[src/rtl/btn_select_latch.sv]
`default_nettype none
// ============================================================================
//  Module      : btn_select_latch
//  Description : N-channel push-button front end. Each raw input passes
//                through a 2-FF synchroniser and a debounce counter, and
//                every debounced rising edge becomes a press event. The
//                selection is held as a one-hot code with lowest-index
//                priority, an optional toggle-off mode and a synchronous
//                clear. An encoded index, a valid flag and a change strobe
//                are provided for downstream logic.
//  Revision    : 1.0 - initial release
// ============================================================================
module btn_select_latch #(
   parameter int N_BTN     = 4,
   parameter int DB_CYCLES = 16,
   parameter int CNT_W     = 5,
   parameter int IDX_W     = 2,
   parameter int TOGGLE_EN = 0
) (
   input  logic             clk,
   input  logic             rst,
   input  logic [N_BTN-1:0] btn_in,
   input  logic             clear,
   output logic [N_BTN-1:0] btn_db,
   output logic [N_BTN-1:0] sel,
   output logic [IDX_W-1:0] sel_idx,
   output logic             sel_valid,
   output logic             changed
);

   // Counter value on which the next disagreeing cycle completes the hold.
   localparam logic [CNT_W-1:0] C_DB_LAST = CNT_W'(DB_CYCLES - 1);

   logic [N_BTN-1:0] sync1_q, sync1_d;
   logic [N_BTN-1:0] sync2_q, sync2_d;
   logic [N_BTN-1:0] btn_db_q, btn_db_d;
   logic [N_BTN-1:0] btn_db_prev_q, btn_db_prev_d;
   logic [CNT_W-1:0] cnt_q [N_BTN];
   logic [CNT_W-1:0] cnt_d [N_BTN];

   logic [N_BTN-1:0] sel_q, sel_d;
   logic [IDX_W-1:0] sel_idx_q, sel_idx_d;
   logic             sel_valid_q, sel_valid_d;
   logic             changed_q, changed_d;

   logic [N_BTN-1:0] press;
   logic             any_press;
   logic [IDX_W-1:0] win;
   logic [N_BTN-1:0] win_onehot;

   // Synchroniser stages and previous-level register simply shift along.
   always_comb begin
      sync1_d       = btn_in;
      sync2_d       = sync1_q;
      btn_db_prev_d = btn_db_q;
   end

   // Debounce: count cycles of disagreement, accept the new level once it
   // has held DB_CYCLES cycles; any agreement in between restarts the count.
   always_comb begin
      btn_db_d = btn_db_q;
      for (int i = 0; i < N_BTN; i++) begin
         cnt_d[i] = '0;
         if (sync2_q[i] != btn_db_q[i]) begin
            if (cnt_q[i] == C_DB_LAST) begin
               btn_db_d[i] = ~btn_db_q[i];
            end else begin
               cnt_d[i] = cnt_q[i] + 1'b1;
            end
         end
      end
   end

   // Press detection, lowest-index winner and selection next state.
   always_comb begin
      press      = btn_db_q & ~btn_db_prev_q;
      any_press  = |press;
      win        = '0;
      for (int i = N_BTN - 1; i >= 0; i--) begin
         if (press[i]) begin
            win = IDX_W'(i);
         end
      end
      win_onehot      = '0;
      win_onehot[win] = 1'b1;

      sel_d     = sel_q;
      sel_idx_d = sel_idx_q;
      changed_d = 1'b0;
      if (clear) begin
         // Clear wins over any press in the same cycle; the press is dropped.
         sel_d     = '0;
         sel_idx_d = '0;
         changed_d = |sel_q;
      end else if (any_press) begin
         if (sel_q[win]) begin
            if (TOGGLE_EN != 0) begin
               sel_d     = '0;
               sel_idx_d = '0;
               changed_d = 1'b1;
            end
         end else begin
            sel_d     = win_onehot;
            sel_idx_d = win;
            changed_d = 1'b1;
         end
      end
      sel_valid_d = |sel_d;
   end

   // Synchroniser, debounce and previous-level registers.
   always_ff @(posedge clk or posedge rst) begin
      if (rst) begin
         sync1_q       <= '0;
         sync2_q       <= '0;
         btn_db_q      <= '0;
         btn_db_prev_q <= '0;
         for (int i = 0; i < N_BTN; i++) begin
            cnt_q[i] <= '0;
         end
      end else begin
         sync1_q       <= sync1_d;
         sync2_q       <= sync2_d;
         btn_db_q      <= btn_db_d;
         btn_db_prev_q <= btn_db_prev_d;
         for (int i = 0; i < N_BTN; i++) begin
            cnt_q[i] <= cnt_d[i];
         end
      end
   end

   // Selection outputs are registered together so they always agree.
   always_ff @(posedge clk or posedge rst) begin
      if (rst) begin
         sel_q       <= '0;
         sel_idx_q   <= '0;
         sel_valid_q <= 1'b0;
         changed_q   <= 1'b0;
      end else begin
         sel_q       <= sel_d;
         sel_idx_q   <= sel_idx_d;
         sel_valid_q <= sel_valid_d;
         changed_q   <= changed_d;
      end
   end

   assign btn_db    = btn_db_q;
   assign sel       = sel_q;
   assign sel_idx   = sel_idx_q;
   assign sel_valid = sel_valid_q;
   assign changed   = changed_q;

endmodule
`default_nettype wire

[config.mk]
export PLATFORM = sky130hd
export DESIGN_NAME = btn_select_latch
export DESIGN_NICKNAME = d
export VERILOG_FILES = /design/src/rtl/btn_select_latch.sv
export SDC_FILE = /design/constraint.sdc
export NUM_CORES = 1
export LEC_CHECK = 0
export ABC_CLOCK_PERIOD_IN_PS = 1700
export CAP_MARGIN = 5
export CORE_UTILIZATION = 32
export CTS_CLUSTER_SIZE = 24
export DETAILED_ROUTE_END_ITERATION = 10
export PLACE_DENSITY = 0.61
export SYNTH_ARGS = -nofsm -noshare
export SYNTH_HDL_FRONTEND = slang
export SYNTH_SLANG_ARGS = --single-unit
export TNS_END_PERCENT = 5
[constraint.sdc]
create_clock -name clk -period 1.7 [get_ports clk]
set_input_delay 0.51 -clock clk [delete_from_list [all_inputs] [get_ports clk]]
set_output_delay 0.51 -clock clk [all_outputs]
set_load 0.01 [all_outputs]
==> flow_summary.toml <==
[setup_path]
crit_path_start_kind = "register"
maximum_fanout_encountered_on_the_critical_timing_path = 1
critical_path_capture_point_type = "output port"
reg2reg_from = "btn_db[1]$_DFFE_PP0P_"
timing.reg2reg.worst_path_depth = 5
regToRegSetupSlack_ps = 100
criticalPathCategory = "reg -> out"
crit_required_ps = 1190
critical_path.slowest_cell = "sky130_fd_sc_hd__clkdlybuf4s50_1"
worst-path-buf-inv = 1
timing.critical_path.max_delay_family = "buffers and inverters"
cp.arrival_ps = 1140
crit_end = "sel_valid"
worst_path_largest_cell_delay_ps = 520
timing.critical_path.cells = "clkdlybuf4s50_1"
r2r-end = "sel_idx[0]$_DFFE_PP0P_"
cp-startpoint = "sel_valid$_DFF_PP0_"
cell_count_along_the_critical_path = 1

[drt]
routed.top_layer = "met4"
ant_nets = 0
drtIter0Drc = 66
dr_wl_met3_um = 134
dr.pass1.iters = 4
vias = 1141
routed_wire_length_per_instance_um = 12.09
detailed_routing_wirelength_on_met1_um = 1278
detail_route.drc_violations = 0
wirelength_um = 2986
via_per_inst = 4.619
met2_length_um = 1538

[clock_tree]
worst_skew_pair.late_latency_ps = 290
hold_buffers = 0
clock-root-buffer = "sky130_fd_sc_hd__clkbuf_8"
cts.path.max_buffers = 2
tritoncts.num_buffers = 5
clk_transition_reported_paths_ps = 80
tritoncts = "done"
h_tree_levels = 2
clock_sinks = 44

[synthesis]
synth_cell_types = 33
synth_async_sr_flop_share_pct = 100.0
synth_warnings = 0
synth_commonest_cells = "44 x sky130_fd_sc_hd__dfrtp_1, 16 x sky130_fd_sc_hd__nor2_1, 12 x sky130_fd_sc_hd__xor2_1"
synth.largest_area_cell = "sky130_fd_sc_hd__dfrtp_1"
syn-instance-count = 145
yosysMostFrequentCell = "sky130_fd_sc_hd__dfrtp_1"
synth_largest_type_area_fraction_pct = 61.28
syn-cell-area_mm2 = 0.001797
ys_seq_elements = 44
ys_seq_area_share_pct = 61.28
synth.top_cells.by_area = "sky130_fd_sc_hd__dfrtp_1 61%, sky130_fd_sc_hd__xor2_1 5.8%, sky130_fd_sc_hd__nor2_1 3.3%, sky130_fd_sc_hd__ha_1 2.8%, sky130_fd_sc_hd__nand3_1 2.5%"
syn_avg_cell_area_um2 = 12.39
mappedNetlistNets = 156
synth-edff-count = 0
ys.flop_type = "sky130_fd_sc_hd__dfrtp_1"

[die]
core-area_mm2 = 0.005270
io_pins = 19
initial_utilization_pct = 34.09
die_width_um = 76.93
die_area_mm2 = 0.005918
num_rows = 26
height_of_the_die_um = 76.93

[placement]
gpl_congestion = 0.8380
placed_area_mm2 = 0.002118
dp.final_hpwl_um = 2168
detailedPlace.worstSlack_ps = 105.3
io_buf_count = 18

[final_layout]
syn2layout_area_growth_pct = 26.11
insertedDiodeCount = 0
fillCellCount = 508
design.final.nets = 187
finish.utilization_pct = 43.00
final_layout_size_suffix_gt1_share_pct = 17.51
postLayoutCellArea_mm2 = 0.002266

[timing]
timing_hold_violations_final = 0
slew_viol_final = 0
finalSetupViolCount = 0
maxSlewHeadroom_pct = 76.92
post-route-period-util_pct = 96.90
final.setup.worst_slack_ps = 52.70
rsz0062_at_grt = "yes"
worst_clock_skew_ps = 3.397
worst-slew-pin-transition_ps = 346.2
finalSetupTns_ps = 0
finalWorstPathRequiredPeriod_ps = 1647
hold_ws_ps = 353.6
timing.fmax_ghz = 0.6071

[global_routing]
grt_start_max_net_pins = 45
grt_antenna_before_repair = 0
grt_first_pass_wirelength_um = 5230
global_route.overflow_total = 0
grt_pass1_vias = 1235
total_grt_usage_pct = 11.47

[pwr]
power.static_leakage_nw = 1.187
power.density_mw_per_mm2 = 901.1
power.ir.vdd_worst_mv = 0.5045

[outcome]
status = "completed"

[min_path]
worstHoldPathType = "reg -> reg"

[job]
cap_viol_max_count = 0
## power by group
| part | switching, W | internal [W] | total (W) |
|---|---|---|---|
| combinational | 0.0000504 | 0.0000431 | 0.0000936 |
| clock | 0.000330 | 0.000518 | 0.000848 |
| sequential | 0.0000214 | 0.00108 | 0.00110 |
| total | 0.000402 | 0.00164 | 0.00204 |
## through the flow
step	std cells	power [W]
after floorplan	145	0.001175
after global placement	238	0.001211
after detailed placement	238	0.001218
after CTS	246	0.002079
after global routing	247	0.002151
final	247	0.002042
## timing repair
item | in CTS | in global routing
setup buffers | 0 | 1
endpoints found under the setup margin | 6 | 8
pin swaps | 0 | 0
gates resized for setup | 6 | 6
## layer usage
layer / up-vias / GRT usage, %
met4: 0 / 6.731
met1: 548 / 12.15
met3: 4 / 4.167
met2: 24 / 19.46
li1: 565 / -
met5: - / 0
## cell type report
cell class                      instances  area, um^2  share of cell area, %
Sequential cell                        44        1102                  48.65
Multi-Input combinational cell         94       675.6                  29.82
Timing Repair Buffer                   25       251.5                  11.10
Clock buffer                            7       96.34                  4.252
Tap cell                               70       87.58                  3.865
Clock inverter                          1       30.03                  1.325
Inverter                                6       22.52                 0.9939
## cells in the final DEF, fill, tap and decap left out, types with 2 or more instances in the layout
| master | netlist | routed |
|---|---|---|
| sky130_fd_sc_hd__a21oi_1 | 4 | 4 |
| sky130_fd_sc_hd__and2_1 | 6 | 6 |
| sky130_fd_sc_hd__and2b_4 | 2 | 2 |
| sky130_fd_sc_hd__and3_1 | 4 | 4 |
| sky130_fd_sc_hd__buf_4 | 0 | 6 |
| sky130_fd_sc_hd__clkbuf_8 | 0 | 7 |
| sky130_fd_sc_hd__clkdlybuf4s50_1 | 0 | 8 |
| sky130_fd_sc_hd__dfrtp_1 | 44 | 43 |
| sky130_fd_sc_hd__dlygate4sd2_1 | 0 | 5 |
| sky130_fd_sc_hd__dlymetal6s2s_1 | 0 | 5 |
| sky130_fd_sc_hd__ha_1 | 4 | 4 |
| sky130_fd_sc_hd__inv_1 | 6 | 6 |
| sky130_fd_sc_hd__mux2_2 | 4 | 4 |
| sky130_fd_sc_hd__nand2_1 | 3 | 3 |
| sky130_fd_sc_hd__nand2b_1 | 2 | 2 |
| sky130_fd_sc_hd__nand3_1 | 9 | 9 |
| sky130_fd_sc_hd__nor2_1 | 16 | 16 |
| sky130_fd_sc_hd__o21ai_0 | 8 | 8 |
| sky130_fd_sc_hd__o31ai_1 | 2 | 2 |
| sky130_fd_sc_hd__xor2_1 | 12 | 12 |
## kinds of logic (layout without fill, tap and decap cells)
| kind of cell | count (synthesis) | count (layout) | share of synthesized area (%) |
|---|---|---|---|
| adder cells (fa/ha/maj) | 4 | 4 | 2.786 |
| AO/OA/AOI/OAI | 27 | 27 | 12.12 |
| XOR/XNOR | 12 | 12 | 5.850 |
| AND/OR/NAND/NOR | 47 | 47 | 14.00 |
| multiplexers | 4 | 4 | 2.507 |
| buffers and inverters | 7 | 39 | 1.462 |
| flip-flops | 44 | 44 | 61.28 |
## sequential cells by signal, summed over array words and instances (netlist names)
register / cells
sync2_q: 4
sync1_q: 4
cnt_q: 20
changed: 1
sel_idx: 2
btn_db: 4
btn_db_prev_q: 4
sel: 4
sel_valid: 1
## worst min path at each step
stage | to | slack, ps | from | depth (start not counted)
after floorplan | sync2_q[0]$_DFF_PP0_ | 330 | sync1_q[0]$_DFF_PP0_ | 0
after global placement | sync2_q[3]$_DFF_PP0_ | 330 | sync1_q[3]$_DFF_PP0_ | 0
after detailed placement | sync2_q[0]$_DFF_PP0_ | 340 | sync1_q[0]$_DFF_PP0_ | 0
after CTS | sync2_q[0]$_DFF_PP0_ | 360 | sync1_q[0]$_DFF_PP0_ | 0
after global routing | sync2_q[2]$_DFF_PP0_ | 370 | sync1_q[2]$_DFF_PP0_ | 0
final | sync2_q[0]$_DFF_PP0_ | 350 | sync1_q[0]$_DFF_PP0_ | 0
Power figures use the tool's default switching activity.
